--- config.mk ---
export PLATFORM = sky130hd
export DESIGN_NAME = block_readout_chain
export DESIGN_NICKNAME = d
export VERILOG_FILES = /design/src/rtl/block_pkg.sv /design/src/rtl/block_sync_fifo.sv /design/src/rtl/block_readout_chain.sv
export SDC_FILE = /design/constraint.sdc
export NUM_CORES = 1
export LEC_CHECK = 0
export ABC_CLOCK_PERIOD_IN_PS = 5150
export BUFFER_PORTS_ARGS = -buffer_cell sky130_fd_sc_hd__clkbuf_2
export CAP_MARGIN = 40
export CORE_MARGIN = 10
export CORE_UTILIZATION = 35
export CTS_CLUSTER_DIAMETER = 150
export DETAILED_ROUTE_END_ITERATION = 7
export HOLD_SLACK_MARGIN = 0.12
export PLACE_DENSITY = 0.6
export SYNTH_ARGS = -nofsm -noshare
export SYNTH_HDL_FRONTEND = slang
export SYNTH_HIERARCHICAL = 1
export SYNTH_SLANG_ARGS = --single-unit
export TNS_END_PERCENT = 5
--- constraint.sdc ---
create_clock -name clk_3p2M -period 5.15 [get_ports clk_3p2M]
set_input_delay 0.7725 -clock clk_3p2M [delete_from_list [all_inputs] [get_ports clk_3p2M]]
set_output_delay 0.7725 -clock clk_3p2M [all_outputs]
set_load 0.05 [all_outputs]
--- src/rtl/block_pkg.sv ---
// Shared constants for the BLOCK readout engine: SPI command codes,
// register indices, FSM states and chain-word field placement.
package block_pkg;

    localparam logic [5:0] CODE_WR = 6'h01;
    localparam logic [5:0] CODE_RD = 6'h02;

    localparam logic [1:0] REG_CTRL   = 2'd0;
    localparam logic [1:0] REG_AVG    = 2'd1;
    localparam logic [1:0] REG_STATUS = 2'd2;
    localparam logic [1:0] REG_ID     = 2'd3;

    localparam int CTRL_EN_BIT = 15;
    localparam int ST_OVF_BIT  = 0;
    localparam int ST_OVR_BIT  = 1;
    localparam int ST_LVL_LSB  = 8;

    typedef enum logic [1:0] {
        ST_IDLE,
        ST_ACC,
        ST_PUSH
    } state_t;

    // Chain word is {valid, tag, data}; data sits at bit 0.
    function automatic int cw_valid_bit(input int bits_adc, input int ch_w);
        return bits_adc + ch_w;
    endfunction

endpackage

--- src/rtl/block_sync_fifo.sv ---
// Synchronous show-ahead FIFO with flush and fill level.
// Ports: i_push/i_data write, i_pop read (o_data is head), o_full/o_empty/o_level.
module block_sync_fifo #(
    parameter int DEPTH = 8,
    parameter int WIDTH = 14,
    parameter int LVL_W = $clog2(DEPTH) + 1
) (
    input  logic             i_clk,
    input  logic             i_rst_n,
    input  logic             i_flush,
    input  logic             i_push,
    input  logic [WIDTH-1:0] i_data,
    input  logic             i_pop,
    output logic [WIDTH-1:0] o_data,
    output logic             o_full,
    output logic             o_empty,
    output logic [LVL_W-1:0] o_level
);

    localparam int AW = $clog2(DEPTH);

    logic [WIDTH-1:0] r_mem [DEPTH];
    logic [AW-1:0]    r_wptr;
    logic [AW-1:0]    r_rptr;
    logic [LVL_W-1:0] r_count;
    logic             w_do_push;
    logic             w_do_pop;

    assign o_full  = (r_count == LVL_W'(DEPTH));
    assign o_empty = (r_count == '0);
    assign o_level = r_count;
    assign o_data  = r_mem[r_rptr];

    // A pop frees a slot in the same cycle, so push is accepted when full.
    assign w_do_pop  = i_pop & ~o_empty;
    assign w_do_push = i_push & (~o_full | w_do_pop);

    always_ff @(posedge i_clk or negedge i_rst_n) begin
        if (!i_rst_n) begin
            r_wptr  <= '0;
            r_rptr  <= '0;
            r_count <= '0;
        end else if (i_flush) begin
            r_wptr  <= '0;
            r_rptr  <= '0;
            r_count <= '0;
        end else begin
            if (w_do_push) r_wptr <= r_wptr + AW'(1);
            if (w_do_pop)  r_rptr <= r_rptr + AW'(1);
            unique case ({w_do_push, w_do_pop})
                2'b10:   r_count <= r_count + LVL_W'(1);
                2'b01:   r_count <= r_count - LVL_W'(1);
                default: r_count <= r_count;
            endcase
        end
    end

    always_ff @(posedge i_clk) begin
        if (w_do_push && !i_flush) r_mem[r_wptr] <= i_data;
    end

endmodule

--- src/rtl/block_readout_chain.sv ---
// Per-BLOCK readout: ADC capture/averaging, tagged FIFO, daisy-chain merge, SPI regs.
// Ports: SPI cmd in / data_out, adc_ready+adc_data in, chain data_from_pre -> data_to_post.
module block_readout_chain
    import block_pkg::*;
#(
    parameter int N_CH         = 4,
    parameter int BITS_ADC     = 12,
    parameter int CH_W         = 2,
    parameter int FIFO_DEPTH   = 8,
    parameter int AVG_MAX_LOG2 = 4,
    parameter int SPI_ADDR_LEN = 10,
    parameter int SPI_DATA_LEN = 16,
    parameter int SPI_CODE_LEN = 6
) (
    input  logic                         clk_3p2M,
    input  logic                         rst_n,
    input  logic                         cmd_valid,
    input  logic [SPI_CODE_LEN-1:0]      code,
    input  logic [SPI_ADDR_LEN-1:0]      addr,
    input  logic [SPI_DATA_LEN-1:0]      data_in,
    input  logic [SPI_ADDR_LEN-3:0]      reg_map_addr,
    output logic [SPI_DATA_LEN-1:0]      data_out,
    output logic                         data_out_en,
    input  logic                         adc_ready,
    input  logic [N_CH*BITS_ADC-1:0]     adc_data,
    input  logic [CH_W+BITS_ADC:0]       data_from_pre,
    output logic [CH_W+BITS_ADC:0]       data_to_post
);

    localparam int FW    = CH_W + BITS_ADC;
    localparam int VB    = cw_valid_bit(BITS_ADC, CH_W);
    localparam int LVL_W = $clog2(FIFO_DEPTH) + 1;
    localparam int ACC_W = BITS_ADC + AVG_MAX_LOG2;
    localparam int CNT_W = AVG_MAX_LOG2 + 1;

    // Register file
    logic [N_CH-1:0]         r_ch_en;
    logic                    r_enable;
    logic [2:0]              r_avg_log2;
    logic                    r_fifo_ovf;
    logic                    r_seq_ovr;
    logic [SPI_DATA_LEN-1:0] r_data_out;
    logic                    r_data_out_en;

    // Capture / accumulate
    logic                    r_adc_ready_q;
    state_t                  r_state;
    state_t                  w_state_nxt;
    logic [N_CH*BITS_ADC-1:0] r_snap_data;
    logic [N_CH-1:0]         r_snap_en;
    logic [N_CH-1:0]         r_pend;
    logic [CNT_W-1:0]        r_avg_cnt;
    logic [ACC_W-1:0]        r_acc [N_CH];
    logic [BITS_ADC-1:0]     r_word [N_CH];
    logic [CH_W+BITS_ADC:0]  r_post;

    logic                    w_hit;
    logic                    w_wr;
    logic                    w_rd;
    logic [1:0]              w_reg;
    logic                    w_wr_ctrl;
    logic                    w_wr_avg;
    logic                    w_wr_stat;
    logic                    w_disable;
    logic [2:0]              w_avg_val;
    logic [SPI_DATA_LEN-1:0] w_rd_data;
    logic                    w_rise;
    logic [CNT_W-1:0]        w_cnt_inc;
    logic [CNT_W-1:0]        w_target;
    logic [ACC_W-1:0]        w_acc_sum [N_CH];
    logic [BITS_ADC-1:0]     w_avg_word [N_CH];
    logic [CH_W-1:0]         w_idx;
    logic [N_CH-1:0]         w_pend_nxt;
    logic                    w_snap;
    logic                    w_acc_add;
    logic                    w_acc_done;
    logic                    w_push;
    logic                    w_ovr_set;
    logic                    w_ovf_set;
    logic                    w_pre_v;
    logic                    w_pop;
    logic [FW-1:0]           w_fifo_q;
    logic                    w_fifo_full;
    logic                    w_fifo_empty;
    logic [LVL_W-1:0]        w_fifo_level;
    logic                    w_unused;

    assign w_unused = ^data_in;

    // Command decode
    assign w_reg     = addr[1:0];
    assign w_hit     = cmd_valid && (addr[SPI_ADDR_LEN-1:2] == reg_map_addr);
    assign w_wr      = w_hit && (code == CODE_WR);
    assign w_rd      = w_hit && (code == CODE_RD);
    assign w_wr_ctrl = w_wr && (w_reg == REG_CTRL);
    assign w_wr_avg  = w_wr && (w_reg == REG_AVG);
    assign w_wr_stat = w_wr && (w_reg == REG_STATUS);
    assign w_disable = w_wr_ctrl && r_enable && !data_in[CTRL_EN_BIT];
    assign w_avg_val = (data_in[2:0] > 3'(AVG_MAX_LOG2)) ?
                       3'(AVG_MAX_LOG2) : data_in[2:0];

    always_comb begin
        w_rd_data = '0;
        unique case (w_reg)
            REG_CTRL: begin
                w_rd_data[N_CH-1:0]    = r_ch_en;
                w_rd_data[CTRL_EN_BIT] = r_enable;
            end
            REG_AVG:    w_rd_data[2:0] = r_avg_log2;
            REG_STATUS: begin
                w_rd_data[ST_OVF_BIT]          = r_fifo_ovf;
                w_rd_data[ST_OVR_BIT]          = r_seq_ovr;
                w_rd_data[ST_LVL_LSB +: LVL_W] = w_fifo_level;
            end
            REG_ID:     w_rd_data[SPI_ADDR_LEN-3:0] = reg_map_addr;
        endcase
    end

    // Sticky flags: a new event in the same cycle wins over the clear.
    always_ff @(posedge clk_3p2M or negedge rst_n) begin
        if (!rst_n) begin
            r_ch_en       <= '0;
            r_enable      <= 1'b0;
            r_avg_log2    <= '0;
            r_fifo_ovf    <= 1'b0;
            r_seq_ovr     <= 1'b0;
            r_data_out    <= '0;
            r_data_out_en <= 1'b0;
        end else begin
            if (w_wr_ctrl) begin
                r_ch_en  <= data_in[N_CH-1:0];
                r_enable <= data_in[CTRL_EN_BIT];
            end
            if (w_wr_avg) r_avg_log2 <= w_avg_val;
            r_fifo_ovf <= w_ovf_set |
                (r_fifo_ovf & ~(w_wr_stat & data_in[ST_OVF_BIT]));
            r_seq_ovr  <= w_ovr_set |
                (r_seq_ovr & ~(w_wr_stat & data_in[ST_OVR_BIT]));
            r_data_out    <= w_rd ? w_rd_data : '0;
            r_data_out_en <= w_rd;
        end
    end

    assign data_out    = r_data_out;
    assign data_out_en = r_data_out_en;

    // Edge detect; rises are meaningless while disabled.
    always_ff @(posedge clk_3p2M or negedge rst_n) begin
        if (!rst_n) r_adc_ready_q <= 1'b0;
        else        r_adc_ready_q <= adc_ready;
    end
    assign w_rise = adc_ready & ~r_adc_ready_q & r_enable;

    // Accumulator arithmetic
    assign w_cnt_inc = r_avg_cnt + CNT_W'(1);
    assign w_target  = CNT_W'(1) << r_avg_log2;

    always_comb begin
        for (int c = 0; c < N_CH; c++) begin
            w_acc_sum[c]  = r_acc[c] +
                ACC_W'(r_snap_data[c*BITS_ADC +: BITS_ADC]);
            w_avg_word[c] = BITS_ADC'(w_acc_sum[c] >> r_avg_log2);
        end
    end

    // Lowest pending channel is pushed first.
    always_comb begin
        w_idx = '0;
        for (int c = N_CH - 1; c >= 0; c--) begin
            if (r_pend[c]) w_idx = CH_W'(c);
        end
        w_pend_nxt        = r_pend;
        w_pend_nxt[w_idx] = 1'b0;
    end

    // FSM
    always_ff @(posedge clk_3p2M or negedge rst_n) begin
        if (!rst_n) r_state <= ST_IDLE;
        else        r_state <= w_state_nxt;
    end

    always_comb begin
        w_state_nxt = r_state;
        w_snap      = 1'b0;
        w_acc_add   = 1'b0;
        w_acc_done  = 1'b0;
        w_push      = 1'b0;
        w_ovr_set   = 1'b0;
        unique case (r_state)
            ST_IDLE: begin
                if (w_rise) begin
                    w_snap      = 1'b1;
                    w_state_nxt = ST_ACC;
                end
            end
            ST_ACC: begin
                w_acc_add = 1'b1;
                if (w_cnt_inc < w_target) begin
                    w_state_nxt = ST_IDLE;
                end else begin
                    w_acc_done  = 1'b1;
                    w_state_nxt = (|r_snap_en) ? ST_PUSH : ST_IDLE;
                end
            end
            ST_PUSH: begin
                w_push    = 1'b1;
                w_ovr_set = w_rise;
                if (w_pend_nxt == '0) w_state_nxt = ST_IDLE;
            end
            default: w_state_nxt = ST_IDLE;
        endcase
        if (w_disable) begin
            w_state_nxt = ST_IDLE;
            w_push      = 1'b0;
        end
    end

    always_ff @(posedge clk_3p2M or negedge rst_n) begin
        if (!rst_n) begin
            r_snap_data <= '0;
            r_snap_en   <= '0;
            r_pend      <= '0;
            r_avg_cnt   <= '0;
            for (int c = 0; c < N_CH; c++) begin
                r_acc[c]  <= '0;
                r_word[c] <= '0;
            end
        end else begin
            if (w_snap) begin
                r_snap_data <= adc_data;
                r_snap_en   <= r_ch_en;
            end
            if (w_acc_add) begin
                r_avg_cnt <= w_acc_done ? '0 : w_cnt_inc;
                for (int c = 0; c < N_CH; c++) begin
                    if (w_acc_done) begin
                        r_acc[c]  <= '0;
                        r_word[c] <= w_avg_word[c];
                    end else begin
                        r_acc[c] <= w_acc_sum[c];
                    end
                end
            end
            if (w_acc_done)  r_pend <= r_snap_en;
            else if (w_push) r_pend <= w_pend_nxt;
            if (w_wr_avg || w_disable) begin
                r_avg_cnt <= '0;
                for (int c = 0; c < N_CH; c++) r_acc[c] <= '0;
            end
        end
    end

    // Chain merge: upstream always wins, local FIFO fills idle slots.
    assign w_pre_v   = data_from_pre[VB];
    assign w_pop     = !w_pre_v && !w_fifo_empty && !w_disable;
    assign w_ovf_set = w_push && w_fifo_full && !w_pop;

    block_sync_fifo #(
        .DEPTH (FIFO_DEPTH),
        .WIDTH (FW),
        .LVL_W (LVL_W)
    ) u_fifo (
        .i_clk   (clk_3p2M),
        .i_rst_n (rst_n),
        .i_flush (w_disable),
        .i_push  (w_push),
        .i_data  ({w_idx, r_word[w_idx]}),
        .i_pop   (w_pop),
        .o_data  (w_fifo_q),
        .o_full  (w_fifo_full),
        .o_empty (w_fifo_empty),
        .o_level (w_fifo_level)
    );

    always_ff @(posedge clk_3p2M or negedge rst_n) begin
        if (!rst_n)      r_post <= '0;
        else if (w_pre_v) r_post <= data_from_pre;
        else if (w_pop)   r_post <= {1'b1, w_fifo_q};
        else              r_post <= '0;
    end

    assign data_to_post = r_post;

endmodule

# Yosys cells after proc, flatten, opt, wreduce, memory -nomap -nowiden
# Memories as Yosys holds them, arrays and structs flattened.
# Index checks and enable logic that the tools add are counted.
# classes
n_lt_le_gt_ge	5
n_addsub	9
n_mux	52
n_reduce_logical	32
eq_ne	13
n_bitwise	19
shift	5
# ops
operator	n
2-to-1 mux 64 bit	2
2-to-1 mux 16 bit	5
adder 16 x 12 -> 16 bit	4
right shift 16 x 3 -> 12 bit	4
2-to-1 mux 15 bit	2
binary-select mux 12 bit (select 2 bit)	1
2-to-1 mux 12 bit	2
2-to-1 mux 4 bit	5
2-to-1 mux 2 bit	9
2-to-1 mux 3 bit	5
2-to-1 mux 5 bit	3
logical AND 1 bit	14
2-to-1 mux 1 bit	12
bitwise AND 1 bit	8
== test 2 bit (second input constant)	4
== test 8 bit	1
logical NOT 4 bit	2
case mux 2 bit (4 select lines)	1
case mux 4 bit (2 select lines)	1
nonzero test 2 bit	4
adder 3 x 1 -> 3 bit (second input constant)	2
== test 2 x 1 -> 1 bit (second input constant)	3
== test 6 x 1 -> 1 bit (second input constant)	1
== test 6 x 2 -> 1 bit (second input constant)	1
26 further kinds	39
# totals
in_bits	107
output_inout_bits	32
mem_count	1
word_cells	161
register_bits	228
ramBits	112
# mem_list
name	depth	width	rd	rd_clocked_by_memory_dff	write_ports	line_no	rtl
u_fifo.r_mem	8	14	1	0	1	block_sync_fifo.sv:22	logic [WIDTH-1:0] r_mem [DEPTH];

# Depth between registers and ports, before layout
# Gate-level depths: netlist of the first run.
# logic_depth
ltp_word	14
depth_mapped	16
ltp_nobuf	13

# Modules after synthesis
# The synthesis of the first run kept the hierarchy.
# by_module_without_submodules
module	area_per_inst_um2	n_inst	cells_per_inst	seq_area_each_um2
block_readout_chain	13374.1	1	1359	5380.2
block_sync_fifo	4922.2	1	239	3613.5

# Worst setup path after synthesis of the first run
# No wires, ideal clock.
# synth_timing
kind	input to register
startpoint	input port addr[0]
endpoint	memory u_fifo.r_mem[0][0], enable pin
path_stages	11
setup_time_ps	427
n_path_buf	2
setup_slack_ps	484
arrival_time_ps	4239
required_ps	4723
cell_sequence	inv_1 ha_1 nand2_1 nor2_1 and2_1 clkbuf_1 nor3_1 clkbuf_1 nand2b_1 o21ai_4 nor4b_1
# synth_between
elab_chain_cells	12
elab_cells_between_ends	13
classes_between	3 x mux; 3 x bitwise; 7 x reduce/logical
# synth_rtl
element	line_no	rtl
from (decl)	block_readout_chain.sv:19	input logic [SPI_ADDR_LEN-1:0] addr,
logical NOT 2 bit	block_readout_chain.sv:95	assign w_wr_ctrl = w_wr && (w_reg == REG_CTRL);
logical AND 1 bit	block_readout_chain.sv:95	
logical AND 1 bit (2 in a row)	block_readout_chain.sv:98	assign w_disable = w_wr_ctrl && r_enable && !data_in[CTRL_EN_BIT];
via w_disable	block_readout_chain.sv:64	logic w_disable;
logical NOT 1 bit	block_readout_chain.sv:255	assign w_pop = !w_pre_v && !w_fifo_empty && !w_disable;
logical AND 1 bit	block_readout_chain.sv:255	
via w_pop	block_readout_chain.sv:81	logic w_pop;
bitwise AND 1 bit	block_sync_fifo.sv:35	assign w_do_pop = i_pop & ~o_empty;
bitwise OR 1 bit	block_sync_fifo.sv:36	assign w_do_push = i_push & (~o_full | w_do_pop);
bitwise AND 1 bit	block_sync_fifo.sv:36	
logical AND 1 bit	block_sync_fifo.sv:59	if (w_do_push && !i_flush) r_mem[r_wptr] <= i_data;
2-to-1 mux 1 bit	block_sync_fifo.sv:59	
2-to-1 mux 1 bit (implied by the code)	block_sync_fifo.sv:59	
to (decl)	block_sync_fifo.sv:22	
# The timed path passes the listed nets, and every way through them passes these cells.

# Final worst setup path of the first run
# layout_timing
startpoint	register r_avg_log2[0]
endpoint	register r_word[9] (netlist bit)
# layout_between
elab_chain_cells	5
elab_cells_between_ends	6
classes_between	1 x order compare; 2 x shift; 2 x mux; 1 x reduce/logical
# layout_rtl
element	line_no	rtl
from (decl)	block_readout_chain.sv:39	logic [2:0] r_avg_log2;
from (signal assigned)	block_readout_chain.sv:134	if (w_wr_avg) r_avg_log2 <= w_avg_val;
<< shifter 1 x 3 -> 5 bit	block_readout_chain.sv:156	assign w_target = CNT_W'(1) << r_avg_log2;
less-than comparator 5 bit	block_readout_chain.sv:198	if (w_cnt_inc < w_target) begin
2-to-1 mux 1 bit	block_readout_chain.sv:198	
2-to-1 mux 1 bit	block_readout_chain.sv:189	unique case (r_state)
AND reduction 2 bit (no line)	n/a	
to (signal, indexed assignment)	block_readout_chain.sv:238	r_word[c] <= w_avg_word[c];
to (decl)	block_readout_chain.sv:54	logic [BITS_ADC-1:0] r_word [N_CH];
# Several ways; a longest one is shown, not always the timed one.
# A chain may end at the register's enable or synchronous reset.

==> flow_metrics.tcl, run 1 <==
set metrics [dict create \
    status "finished clean" \
    io_pins 139 \
    placed_cells 2340 \
    drt.antenna.violating_nets 0 \
    ff2ff_path_depth 10 \
    max_freq_mhz 247 \
    relSlewSlack_pct 39.2 \
    postCtsSetupBuffers 0 \
    vias 13400 \
    clock_latency_ns 0.56 \
    synth-async-reset-ratio_pct 66.8 \
    gr-total-overflow 0 \
    dieArea_um2 61800 \
    power.density_nw_per_um2 319 \
    cp.arrival_ns 4.55 \
    holdWs_ns 0.136 \
    reg2reg_from "r_avg_log2[0]$_DFFE_PN0P_" \
    fin_util_pct 40.9 \
    min_period_ns 4.05 \
    reg2reg_slack_ns 1.10 \
    crit_type "reg2reg" \
    fp.dieH_um 249 \
    grt_pass1_wl_um 75600 \
    synth-seq-cells 337 \
    fin_crit_sh_pct 78.6 \
    skew_ns 0.0164 \
    crit_buf_inv 2 \
    critPathRequiredTime_ns 5.65 \
    max_cap_violations 0 \
    path_cells "inv_2, nand2_1, nor2_1, inv_1, ha_1, o31a_1, o21a_1, nand2_1, a211oi_1, a221o_1" \
    pre_cts_slack_ns 1.04 \
    end_kind "flip-flop" \
    setup_viol 0 \
    fillers 4951 \
    slew_viol_final 0 \
    cts-buffers-inserted 40 \
    antenna_cells 0 \
    gr-usage-all-layers_pct 14.7 \
    cp_slowest_stage_delay_ns 0.61 \
    combPwrFrac_pct 14.2 \
    peakVddDrop_v 0.000231 \
    setup.worst_path.start_class "flip-flop" \
    antenna_found_initial 0 \
    syn_inst 1598 \
    p_int_mw 4.92 \
    cpMostUsedCell "nand2_1" \
    syn_area_um2 18300 \
    ys_seq_area_share_pct 49.2 \
    ctsLongestPathBuffers 3 \
    placed_cell_area_um2 19700 \
    core_area_um2 51500 \
    initial_core_util_pct 35.5 \
    design_area_um2 21100 \
    synth_edf_count 112 \
    finalHoldViolations 0 \
    cp_max_fo 25 \
    clk_transition_reported_paths_ns 0.06 \
    fin_ws_ns 1.10 \
    post-dp-hpwl_um 32600 \
    rsz0062_at_grt "no" \
    syn_to_final_growth_pct 15.1 \
    setup_tns_ns 0 \
    power.total_mw 6.71 \
    viasPerCell 5.54 \
    p_leak_nw 9.35 \
    tightest_slew_ns 0.902 \
    hold_class "in2async" \
    layout.nets 1883 \
    crit_family "simple AND/OR/NAND/NOR gates" \
    ys.flop_type "dfrtp_1" \
    multi_input_area_um2 8840 \
    wirelength_um 46400 \
    placementRows 83 \
    seq_area_um2 9000 \
    p_seq_share_pct 43.2 \
    wire_per_inst_um 19.2 \
    grt_pass1_vias 13500 \
    port-buffer-count 124 \
    root_buffer "clkbuf_16" \
    hold_buffers 0 \
    yosysWarnings 6 \
    p_sw_share_pct 26.7 \
    stdcell_count 2419 \
    clkSinkCount 337 \
    syn_area_per_cell_um2 11.4 \
    dr.pass1.iters 5 \
    h-tree-depth 2 \
    die_width_um 249 \
    ys_types 92 \
    critPathSlowestCell "nand2_1" \
    routabilityCongestion 0.879 \
    p_switching_mw 1.79 \
    cts_tree "done" \
    ctsResizeCount 0 \
    drcViolationCount 0 \
    regToRegEndpoint "r_word[9]$_DFFE_PN0P_" \
    drt_iter0_drc 888 \
    drive_gt1_share_pct 23.1 \
    power_frac_clock_pct 42.6 \
    grt_start_max_net_pins 110 \
]
area by class of cell:
type                            instances  area share, %
Clock buffer                           50           5.07
Clock inverter                         23           1.20
Inverter                               20          0.356
Multi-Input combinational cell       1138           42.0
Sequential cell                       337           42.7
Tap cell                              680           4.04
Timing Repair Buffer                  171           4.62
cells by family (layout without fill, tap and decap cells):
| family | count (synthesis) | in the layout | share of synthesized area (%) |
|---|---|---|---|
| compound gates | 443 | 443 | 17.3 |
| simple gates | 390 | 390 | 9.96 |
| flops | 337 | 337 | 49.2 |
| mux | 160 | 160 | 12.2 |
| buf+inv | 125 | 264 | 2.89 |
| xor+xnor | 73 | 73 | 3.58 |
| fa+ha+maj | 69 | 69 | 4.91 |
| other cells | 1 | 3 | 0.0205 |
worst max-delay path by stage:
| stage | startpoint | endpoint | slack [ns] | cells past startpoint |
|---|---|---|---|---|
| global placement | code[3] | u_fifo/o_level[3]$_DFFE_PN0P_ | 1.06 | 14 |
| finish | r_avg_log2[0]$_DFFE_PN0P_ | r_word[9]$_DFFE_PN0P_ | 1.10 | 10 |
| detailed placement | code[3] | u_fifo/o_level[3]$_DFFE_PN0P_ | 1.04 | 14 |
| CTS | r_avg_log2[0]$_DFFE_PN0P_ | r_word[8]$_DFFE_PN0P_ | 1.15 | 10 |
| global route | r_avg_log2[0]$_DFFE_PN0P_ | r_word[11]$_DFFE_PN0P_ | 0.81 | 10 |
| floorplan | addr[0] | u_fifo/r_mem[0][0]$_DFFE_PP_ | 0.48 | 11 |
state kept, by name (all words and copies together), names as in the netlist:
register        cells
u_fifo/r_mem      112
r_acc              64
r_snap_data        48
r_word             48
data_to_post       15
data_out           13
r_avg_cnt           5
r_ch_en             4
r_pend              4
r_snap_en           4
u_fifo/o_level      4
r_avg_log2          3
u_fifo/r_rptr       3
u_fifo/r_wptr       3
r_state             2
data_out_en         1
r_adc_ready_q       1
r_enable            1
r_fifo_ovf          1
r_seq_ovr           1
power groups by stage:
stage / clock network (mW) / logic (mW) / registers (mW)
finish: 2.86 / 0.955 / 2.90
global route: 3.04 / 1.04 / 2.91
detailed placement: 0 / 0.972 / 2.95
CTS: 2.93 / 0.979 / 2.90
floorplan: 0 / 0.612 / 3.05
global placement: 0 / 0.960 / 2.95
cells in the final DEF, fill, tap and decap left out, drive strengths merged, types with 10 or more instances in the layout:
master / count
a22oi: 19
nor2: 105
mux2: 79
nand2: 129
inv: 19
and2: 13
nand3: 24
a21o: 38
xnor2: 46
mux2i: 39
or3: 13
o21ai: 94
and3: 23
buf: 48
mux4: 42
xor2: 27
ha: 63
o211ai: 16
nor3: 30
edfxtp: 112
a221oi: 10
clkinv: 16
a31oi: 22
a21oi: 70
o31ai: 13
a22o: 57
clkbuf: 173
a211oi: 18
dfrtp: 225
per-layer routing:
metal / wire (µm) / share of wire (%) / GRT usage (%) / vias to the layer above
li1: - / - / - / 6297
met3: 2200 / 4.7 / 2.25 / 65
met1: 20900 / 45 / 19.3 / 6719
met4: 1050 / 2.3 / 4.88 / 0
met5: 0 / 0 / 0 / -
met2: 22300 / 48 / 24.3 / 317
Yosys cell counts (24+ instances only):
master    count  share of area [%]
dfrtp_1     225                 31
a22o_1       57                2.7
o21ai_0      86                2.4
nand2_1     129                2.6
ha_1         63                4.3
nor2_1      105                2.2
mux2_2       79                4.9
xnor2_1      44                2.1
nor3_1       30               0.82
a21oi_1      68                1.9
xor2_1       27                1.3
nand3_1      24               0.66
edfxtp_1    112                 18
clkbuf_1     76                1.6
mux2i_1      39                2.1
mux4_2       42                5.2
a21o_1       38                1.6
Note: power is estimated with default switching activity, not from simulation.
==> run 2: changes to the inputs <==
- ABC_CLOCK_PERIOD_IN_PS: 5150 -> 3350
- PLACE_DENSITY: 0.6 -> 0.62
- clock period: 5.15 -> 3.35 ns (I/O delays scaled with it)
==> run 2 against run 1 <==
Routed wire length grew 1.3%. Critical path depth is the same. Core utilization grew 0.68 points. Maximum frequency grew 27%. Register-to-register slack lost 0.93 ns. Sequential share of layout area shrank 0.69 points. Cell area grew 1.7%. Combinational power grew 52%.
==> flow_metrics.tcl, run 2 (synthesis results as in run 1) <==
set metrics [dict create \
    status "finished clean" \
    max_freq_mhz 314 \
    placed_cell_area_um2 20000 \
    antenna_found_initial 0 \
    cp_max_fo 4 \
    core_area_um2 51500 \
    reg2reg_from "r_snap_data[12]$_DFFE_PN0P_" \
    cts-buffers-inserted 39 \
    regToRegEndpoint "r_word[33]$_DFFE_PN0P_" \
    rsz0062_at_grt "no" \
    hp-start "adc_data[27]" \
    antenna_cells 0 \
    reg2reg_slack_ns 0.17 \
    tightest_slew_ns 0.975 \
    viasPerCell 5.53 \
    peakVddDrop_v 0.000341 \
    placementRows 83 \
    ctsLongestPathBuffers 3 \
    min_period_ns 3.18 \
    post-dp-hpwl_um 33300 \
    max_cap_violations 0 \
    crit_family "compound AO/OA/AOI/OAI gates" \
    grt_start_max_net_pins 98 \
    drive_gt1_share_pct 24.2 \
    wirelength_um 47100 \
    placed_cells 2370 \
    largest_reg_flops 112 \
    reg_top3 "u_fifo/r_mem (112), r_acc (64)" \
    clock_latency_ns 0.58 \
    h-tree-depth 2 \
    dr.pass1.iters 5 \
    setup.worst_path.start_class "flip-flop" \
    end_kind "flip-flop" \
    critPathSlowestCell "a311o_1" \
    initial_core_util_pct 35.5 \
    layout.nets 1912 \
    cts_tree "done" \
    min_to "r_snap_data[27]$_DFFE_PN0P_" \
    drt_iter0_drc 834 \
    fillers 4941 \
    relSlewSlack_pct 34.3 \
    hold_class "in2reg" \
    final_cell_mix "dfrtp_1 (222), nand2_1 (129), clkbuf_2 (123)" \
    crit_buf_inv 0 \
    stdcell_count 2448 \
    drt.antenna.violating_nets 0 \
    p_leak_nw 9.51 \
    final_common_cell "dfrtp_1" \
    grt_pass1_wl_um 76400 \
    routabilityCongestion 0.884 \
    dieArea_um2 61800 \
    clk_transition_reported_paths_ns 0.06 \
    slew_viol_final 0 \
    drcViolationCount 0 \
    fin_crit_sh_pct 95.1 \
    finalHoldViolations 0 \
    design_area_um2 21400 \
    hold_depth 2 \
    vias 13500 \
    wire_per_inst_um 19.2 \
    path_cells "ha_1, fa_1, a21o_1, a311o_1, a2111oi_2, nor2_1, xnor2_2, mux2i_1, a221oi_2, o221a_2" \
    gr-usage-all-layers_pct 14.9 \
    clkSinkCount 337 \
    cp_slowest_stage_delay_ns 0.42 \
    power.density_nw_per_um2 486 \
    syn_to_final_growth_pct 17.0 \
    port-buffer-count 124 \
    root_buffer "clkbuf_16" \
    regMostFlops "u_fifo/r_mem" \
    gr-total-overflow 0 \
    skew_ns 0.0236 \
    crit_type "reg2reg" \
    cp.arrival_ns 3.70 \
    critPathRequiredTime_ns 3.87 \
    ff2ff_path_depth 10 \
    critPathLaunch "r_snap_data[12]$_DFFE_PN0P_" \
    setup_viol 0 \
    grt_pass1_vias 13700 \
    fp.dieH_um 249 \
    io_pins 139 \
    power.total_mw 10.4 \
    die_width_um 249 \
]
## run 2: power by group
part	internal, mW	total (mW)	switching, mW
clock network	2.66	4.43	1.77
logic	0.673	1.45	0.776
registers	4.34	4.52	0.182
## run 2: per-layer routing
layer | wire length (µm) | share of wire [%] | global-route usage [%]
met5 | 0 | 0 | 0
met4 | 1010 | 2.1 | 4.29
met3 | 2530 | 5.4 | 3.36
met2 | 22800 | 49 | 24.3
met1 | 20700 | 44 | 19.4
## run 2: final cells by class
| class | instances | area [µm²] | area share (%) |
|---|---|---|---|
| clock buffer | 52 | 1030 | 4.83 |
| sequential | 337 | 9000 | 42.0 |
| tap | 680 | 851 | 3.97 |
| multi-input combinational | 1138 | 8880 | 41.5 |
| clock inverter | 20 | 289 | 1.35 |
| timing repair buffer | 201 | 1280 | 6.00 |
| inverter | 20 | 75.1 | 0.351 |
## run 2: stage by stage
stage / TNS (ns) / setup slack (ns) / hold slack (ns) / utilization, %
final: 0 / 0.165 / 0.161 / 41.6
after global routing: 0 / 0.00725 / 0.126 / 41.6
after CTS: 0 / 0.193 / 0.122 / 41.5
after detailed placement: -0.143 / -0.143 / 0.474 / 38.9
after global placement: -0.0784 / -0.0784 / 0.463 / 38.8
after floorplan: -0.0118 / -0.0118 / 0.207 / -
## run 2: how the worst max path moves through the flow
| stage | endpoint | slack [ns] | cells after the start |
|---|---|---|---|
| detailed placement | u_fifo/o_level[3]$_DFFE_PN0P_ | -0.14 | 14 |
| global route | r_word[11]$_DFFE_PN0P_ | 0.007 | 10 |
| finish | r_word[33]$_DFFE_PN0P_ | 0.17 | 10 |
| floorplan | u_fifo/o_level[3]$_DFFE_PN0P_ | -0.01 | 14 |
| CTS | r_word[33]$_DFFE_PN0P_ | 0.19 | 10 |
| global placement | u_fifo/o_level[3]$_DFFE_PN0P_ | -0.08 | 14 |
## run 2: timing repair
action / CTS / global route
endpoints found under the setup margin: 0 / 1
hold endpoints to repair: 96 / 0
hold buffers: 3 / 0
gates resized for setup: 0 / 1
buffers inserted: 0 / 0
